### src/rtl/popcnt_frame_ctrl.sv
// -----------------------------------------------------------------------------
// popcnt_frame_ctrl
//
// Frame sequencer for the 4-lane stochastic popcount adder. It accepts a frame
// request and gates one 128-bit word group per cycle from the Sobol generator
// into the adder. It also accumulates the adder's scaled counts into a
// saturating frame result. Lane data bypasses this block; only control and
// the result pass through it.
//
// Parameters
//   ACC_W        accumulator/result width (>= 9)
//   LEN_W        frame_len width; a frame holds 1..2^LEN_W words
//
// Ports
//   clk          clock, all state changes on posedge
//   rst          asynchronous active-low reset
//   start_i      frame request, sampled only in IDLE
//   frame_len_i  words in the frame (0 means 2^LEN_W), latched with start_i
//   abort_i      synchronous cancel of the running frame
//   s_valid_i    generator presents a word group on the adder lanes
//   s_ready_o    controller accepts a word group this cycle
//   add_en_o     adder en_in, s_valid_i & s_ready_o
//   add_out_i    adder result, 2 x popcount (0..256)
//   add_en_out_i adder result valid, one cycle after add_en_o
//   busy_o       frame in progress (RUN or DRAIN)
//   done_o       one-cycle pulse, result_o is final
//   result_o     saturating sum of add_out_i over the frame
//   sat_o        result saturated during the current or last frame
// -----------------------------------------------------------------------------
module popcnt_frame_ctrl #(
   parameter int ACC_W = 16,
   parameter int LEN_W = 8
) (
   input  logic             clk,
   input  logic             rst,
   input  logic             start_i,
   input  logic [LEN_W-1:0] frame_len_i,
   input  logic             abort_i,
   input  logic             s_valid_i,
   output logic             s_ready_o,
   output logic             add_en_o,
   input  logic [8:0]       add_out_i,
   input  logic             add_en_out_i,
   output logic             busy_o,
   output logic             done_o,
   output logic [ACC_W-1:0] result_o,
   output logic             sat_o
);

   // One extra bit so a full 2^LEN_W frame is representable without wrap.
   localparam int CNT_W = LEN_W + 1;
   localparam logic [CNT_W-1:0] FULL_LEN = {1'b1, {LEN_W{1'b0}}};

   typedef enum logic [1:0] {
      S_IDLE  = 2'd0,
      S_RUN   = 2'd1,
      S_DRAIN = 2'd2,
      S_DONE  = 2'd3
   } state_t;

   state_t           state_q, state_d;
   logic [CNT_W-1:0] len_q, len_d;
   logic [CNT_W-1:0] issue_cnt_q, issue_cnt_d;
   logic [CNT_W-1:0] ret_cnt_q, ret_cnt_d;
   logic [ACC_W-1:0] result_q, result_d;
   logic             sat_q, sat_d;

   logic             ret_fire;
   logic [ACC_W:0]   sum;

   assign s_ready_o = (state_q == S_RUN);
   assign add_en_o  = s_valid_i & s_ready_o;
   assign busy_o    = (state_q == S_RUN) || (state_q == S_DRAIN);
   assign done_o    = (state_q == S_DONE);
   assign result_o  = result_q;
   assign sat_o     = sat_q;

   // Returns only count while a frame is live; the adder holds its output
   // when idle, so a stray or post-abort add_en_out_i must not be absorbed.
   assign ret_fire = add_en_out_i && busy_o;
   assign sum      = {1'b0, result_q} + (ACC_W+1)'(add_out_i);

   always_comb begin
      state_d     = state_q;
      len_d       = len_q;
      issue_cnt_d = issue_cnt_q;
      ret_cnt_d   = ret_cnt_q;
      result_d    = result_q;
      sat_d       = sat_q;

      if (ret_fire) begin
         ret_cnt_d = ret_cnt_q + CNT_W'(1);
         if (sum[ACC_W]) begin
            result_d = '1;
            sat_d    = 1'b1;
         end else begin
            result_d = sum[ACC_W-1:0];
         end
      end

      case (state_q)
         S_IDLE: begin
            // start wins over a simultaneous abort: abort has no meaning here.
            if (start_i) begin
               len_d       = (frame_len_i == '0) ? FULL_LEN : {1'b0, frame_len_i};
               issue_cnt_d = '0;
               ret_cnt_d   = '0;
               result_d    = '0;
               sat_d       = 1'b0;
               state_d     = S_RUN;
            end
         end
         S_RUN: begin
            if (abort_i) begin
               state_d = S_IDLE;
            end else if (add_en_o) begin
               issue_cnt_d = issue_cnt_q + CNT_W'(1);
               if (issue_cnt_d == len_q) begin
                  state_d = S_DRAIN;
               end
            end
         end
         S_DRAIN: begin
            // ret_cnt_d already includes a return landing on this edge.
            if (abort_i) begin
               state_d = S_IDLE;
            end else if (ret_cnt_d == len_q) begin
               state_d = S_DONE;
            end
         end
         S_DONE: begin
            state_d = S_IDLE;
         end
         default: begin
            state_d = S_IDLE;
         end
      endcase
   end

   always_ff @(posedge clk or negedge rst) begin
      if (!rst) begin
         state_q     <= S_IDLE;
         len_q       <= '0;
         issue_cnt_q <= '0;
         ret_cnt_q   <= '0;
         result_q    <= '0;
         sat_q       <= 1'b0;
      end else begin
         state_q     <= state_d;
         len_q       <= len_d;
         issue_cnt_q <= issue_cnt_d;
         ret_cnt_q   <= ret_cnt_d;
         result_q    <= result_d;
         sat_q       <= sat_d;
      end
   end

endmodule

### config.mk
export PLATFORM = sky130hd
export DESIGN_NAME = popcnt_frame_ctrl
export DESIGN_NICKNAME = d
export VERILOG_FILES = /design/src/rtl/popcnt_frame_ctrl.sv
export SDC_FILE = /design/constraint.sdc
export NUM_CORES = 1
export LEC_CHECK = 0
export CORE_MARGIN = 5
export CORE_UTILIZATION = 50
export CTS_CLUSTER_DIAMETER = 50
export CTS_CLUSTER_SIZE = 14
export DETAILED_ROUTE_END_ITERATION = 10
export GPL_ROUTABILITY_DRIVEN = 0
export PLACE_DENSITY = 0.8
export SYNTH_ARGS = -nofsm -noshare
export SYNTH_HDL_FRONTEND = slang
export SYNTH_SLANG_ARGS = --single-unit
### constraint.sdc
create_clock -name clk -period 4.1 [get_ports clk]
set_clock_uncertainty 0.2 [all_clocks]
set_input_delay 0.615 -clock clk [delete_from_list [all_inputs] [get_ports clk]]
set_output_delay 0.615 -clock clk [all_outputs]
set_load 0.01 [all_outputs]
== Word level (Yosys, flattened, before mapping) ==
Cells that the tools add are included.

* Bits in registers: 46
* Latch bits: 0
* Input bits: 23
* Bits in writable memories: 0
* Memories: 0
* Output and inout bits: 21
* ROM bits: 0

* Eq/ne operators: 11
* Shifts and indexed selects: 0
* Reductions and logical operators: 8
* Bitwise logic cells: 1
* Muxes and demuxes: 23
* Add/subtract/negate cells: 3
* Magnitude comparators: 0
* Div/mod/pow operators: 0
* $mul: 0

{| class="wikitable"
|+ Operators by type and width
! operator !! number
|-
| 2-to-1 mux 16 bit || 4
|-
| 2-to-1 mux 9 bit || 7
|-
| adder 9 x 1 -> 9 bit, second input constant || 2
|-
| equality test 9 bit || 2
|-
| case mux 9 bit (2 select lines) || 1
|-
| adder 16 x 9 -> 17 bit || 1
|-
| 2-to-1 mux 2 bit || 6
|-
| inequality test 3 x 2 -> 1 bit, second input constant || 3
|-
| zero test 8 bit || 1
|-
| case mux 2 bit (4 select lines) || 1
|-
| AND reduction 4 bit || 2
|-
| equality test 2 bit, second input constant || 2
|-
| 2-to-1 mux 1 bit || 4
|-
| inequality test 2 bit, second input constant || 2
|-
| equality test 2 x 1 -> 1 bit, second input constant || 1
|-
| zero test 2 bit || 1
|-
| inequality test 2 x 1 -> 1 bit, second input constant || 1
|-
| AND reduction 2 bit || 1
|-
| nonzero test 2 bit || 1
|-
| AND 1 bit || 1
|-
| logical AND 1 bit || 1
|-
| logical OR 1 bit || 1
|}

== Longest topological paths before layout ==
* Word-level depth: 8
* Gate-level depth with buffers: 10
* Depth with buffers taken out: 9

== Least setup slack after synthesis ==
Ideal clock, no wire load.

* Path type: input port to flip-flop
* From: in add_out_i[0]
* To: reg result_q[0] (netlist: result_o[0])
* Path buffers: 0
* Setup time: 0.135 ns
* Data arrival time: 2.607 ns
* Required time: 3.765 ns
* Slack: 1.158 ns
* Stages on the path: 9
* Path through: ha_1 fa_1 a21o_1 a21oi_1 o21ai_0 a211oi_1 nor2_1 a31oi_2 a21oi_1

* Cells in the longest elaborated chain, start to end: 5

{| class="wikitable"
|+ RTL lines
! element !! RTL line !! RTL
|-
| from (decl) || 42 || <nowiki>input logic [8:0] add_out_i,</nowiki>
|-
| adder 16 x 9 -> 17 bit (*) || 81 || <nowiki>assign sum = {1'b0, result_q} + (ACC_W+1)'(add_out_i);</nowiki>
|-
| 2-to-1 mux 16 bit (*) || 93 || <nowiki>if (sum[ACC_W]) begin</nowiki>
|-
| 2-to-1 mux 16 bit (*) || 91 || <nowiki>if (ret_fire) begin</nowiki>
|-
| 2-to-1 mux 16 bit || 104 || <nowiki>if (start_i) begin</nowiki>
|-
| 2-to-1 mux 16 bit (*) || 101 || <nowiki>case (state_q)</nowiki>
|-
| via result_d[0] || 65 || <nowiki>logic [ACC_W-1:0] result_q, result_d;</nowiki>
|-
| to (signal assigned) || 153 || <nowiki>result_q <= result_d;</nowiki>
|-
| to (decl) || 65 ||
|}

Mark *: on every way through the listed nets, which the timed path passes. The rest lies on a longest branch.
A chain may end at the register's enable or synchronous reset.

== Worst setup path in the final report ==
* From: in add_out_i[0]
* To: reg result_q[3] (netlist: result_o[3])

The elaborated chain is that of the path after synthesis.

==> flow_summary.yaml <==
outcome:
  status: "finished clean"
clock_network:
  clkSlewWorstSetupHoldPaths_ps: 80
  numCtsBuffers: 5
  cts-root-buf: "clkbuf_8"
  htreeDepth: 2
  cts_tree: "done"
  post_cts_buffers: 0
  hold_buffers: 0
  clk_latency_ps: 300
  cts_sinks: 46
  ctsResizeCount: 0
  ctsLongestPathBuffers: 2
global_routing:
  grt_start_max_net_pins: 47
  top_usage_layer: "met2"
  grt_pass1_vias: 2308
  antenna_found_initial: 0
  gr-usage-met1_pct: 25.0
  grt_overflow: 0
  grt_pass1_wl_um: 10900
  grt_util_all_layers_pct: 18.1
  gr-usage-met3_pct: 2.76
  use_met2_pct: 28.8
logic_synthesis:
  synth-seq-cells: 46
  synth_top_area_share_pct: 39.1
  synth-seq-area-share_pct: 39.1
  ys.flop_type: "dfrtp_1"
  yosys-mux-area-fraction_pct: 1.19
  synth_edf_count: 0
  synthSimpleGateAreaFrac_pct: 21.4
  synthAdderAreaFrac_pct: 7.06
  yosys.cell_types.count: 50
  ys_async_sr_fraction_pct: 100
  synth_area_leaders: "dfrtp_1 (39%), ha_1 (6.4%), xnor2_1 (6.3%)"
  synthCells: 320
  synth_warnings: 0
  synth_top_family_by_area: "simple AND/OR/NAND/NOR gates"
  synth_nets: 359
  avgSynthCellArea_um2: 9.19
  synth_top_cell_by_area: "dfrtp_1"
  synth_compound_area_share_pct: 15.2
  synth_xor_area_share_pct: 13.3
  netlist_area_um2: 2940
layout:
  area_growth_pct: 19.6
  n_antenna_cell: 0
  drive_gt1_share_pct: 4.41
  fin_cells: 438
  fin_nets: 401
floorplan:
  core_region_area_um2: 5820
  die_h_um: 86.7
  io_pins: 44
  num_rows: 28
  initial_core_util_pct: 50.6
  dieArea_um2: 7520
  die_x_um: 86.7
route:
  wl_per_cell_um: 14.6
  drc: 0
  drt-initial-drc-count: 130
  vias: 2413
  postRouteAntennaNets: 0
  drt_wl_total_um: 6410
  via_per_inst: 5.51
  dr.pass1.iters: 4
place:
  port_buffers: 43
  dpl.hpwl_um: 4670
  dp_cells: 430
  dp_slack_ps: 435
power_and_ir_drop:
  power_density_nw_per_um2: 596
  vdd.ir_drop.worst_mv: 0.254
  leakagePower_nw: 1.63
sta:
  tightest_slew_ps: 1020
  drv_slew: 0
  fin_tns_setup_ps: 0
  rsz0062_at_grt: "no"
  fin_crit_sh_pct: 82.4
  hold_viol: 0
  finalSetupViolCount: 0
  fin_crit_ps: 3380
  fmax_mhz: 296
  setup_ws_ps: 723
  relSlewSlack_pct: 31.9
setup_path:
  r2r_slack_ps: 1060
  cp.arrival_ps: 3330
  critPathMaxFanout: 9
  cp-end-kind: "register"
  startpoint: "add_out_i[0]"
  cp.required_ps: 4060
  critPathLaunchType: "primary input"
  regToRegStartpoint: "result_o[0]$_DFF_PN0_"
  path_class: "primary input to register"
run:
  maxCapViolations: 0
hold_path:
  hold_class: "primary input to asynchronous set/reset pin"
==> cells in the mapped netlist (all sizes together), types with 2 or more instances <==
master,count
nand2,47
dfrtp,46
nor2,22
o21ai,22
a21oi,21
xnor2,21
ha,15
xor2,13
inv,10
and3,9
nand3,8
clkbuf,7
nand4,7
nor3,6
a31oi,5
and2,5
nand2b,5
nor2b,5
o31ai,4
a211oi,3
a21o,3
or2,3
a22o,2
and3b,2
and4,2
buf,2
mux2i,2
nor4,2
xnor3,2
xor3,2
==> cell families (layout without fill, tap and decap cells) <==
kind of cell / Yosys count / count (layout)
adder cells (fa/ha/maj): 16 / 16
XOR/XNOR: 38 / 38
AND/OR/NAND/NOR: 127 / 127
buffers and inverters: 19 / 62
multiplexers: 3 / 3
AO/OA/AOI/OAI: 71 / 71
flip-flops: 46 / 46
==> placed cells by master (no fill, tap or decap), types with 2 or more instances in the layout <==
cell,n
and2_1,5
nor2b_1,5
inv_1,10
and3b_1,2
nor4_1,2
xnor2_1,21
nor3_1,6
xor2_1,13
a211oi_1,3
xnor3_1,2
a31oi_1,4
nor2_1,22
dfrtp_1,46
nand2b_1,5
ha_1,15
nand3_1,8
nand2_1,47
a21oi_1,21
o21ai_0,22
and4_1,2
a22o_1,2
mux2i_1,2
nand4_1,6
xor3_1,2
clkdlybuf4s50_1,42
clkbuf_8,6
a21o_1,3
or2_2,3
and3_1,9
o31ai_1,4
==> area by class of cell <==
type	instances	area, um2
timing repair buffer	44	433
sequential	46	1150
tap	75	93.8
fill	529	2300
inverter	10	37.5
clock buffer	7	86.3
multi-input combinational	255	1710
clock inverter	1	5.00
==> report_power, final <==
group          total [mW]  switching [mW]  internal [mW]
clock               0.283           0.147          0.136
combinational        1.10           0.556          0.543
sequential          0.715           0.144          0.571
==> state kept, by name, indices dropped and copies added (netlist names) <==
signal	count
result_o	16
len_q	9
ret_cnt_q	9
issue_cnt_q	9
sat_o	1
state_q	2
==> worst paths after layout <==
path	to	depth (start not counted)
max	result_o[3]$_DFF_PN0_	10
min	issue_cnt_q[3]$_DFFE_PN0P_	1
max reg2reg	result_o[3]$_DFF_PN0_	9
min reg2reg	sat_o$_DFF_PN0_	2
max in group asynchronous	len_q[1]$_DFFE_PN0P_	1
min in group clk	sat_o$_DFF_PN0_	2
==> critical path: stages <==
cell and delay (ps):
clkdlybuf4s50_1 410, ha_1 230, fa_1 420, a21o_1 200, a21oi_1 240, o21ai_0 180, a211oi_1 380, nor2_1 150
a31oi_2 390, a21oi_1 130
==> through the flow <==
step / total power, mW / cell area, um2 / hold slack (ps) / util (%)
after detailed placement: 1.82 / 3430 / 318 / 58.9
after floorplan: 1.48 / 2940 / 119 / -
after CTS: 2.11 / 3520 / 331 / 60.5
final: 2.10 / 3520 / 298 / 60.5
after global placement: 1.78 / 3430 / 304 / 58.9
after global routing: 2.28 / 3520 / 366 / 60.5
==> routing by layer <==
metal	part of all wire, %	up-vias
li1	-	1216
met1	47	1153
met2	48	36
met3	3.4	8
met4	1.7	0
met5	0	-
No activity file was read; power rests on OpenSTA's default activity.
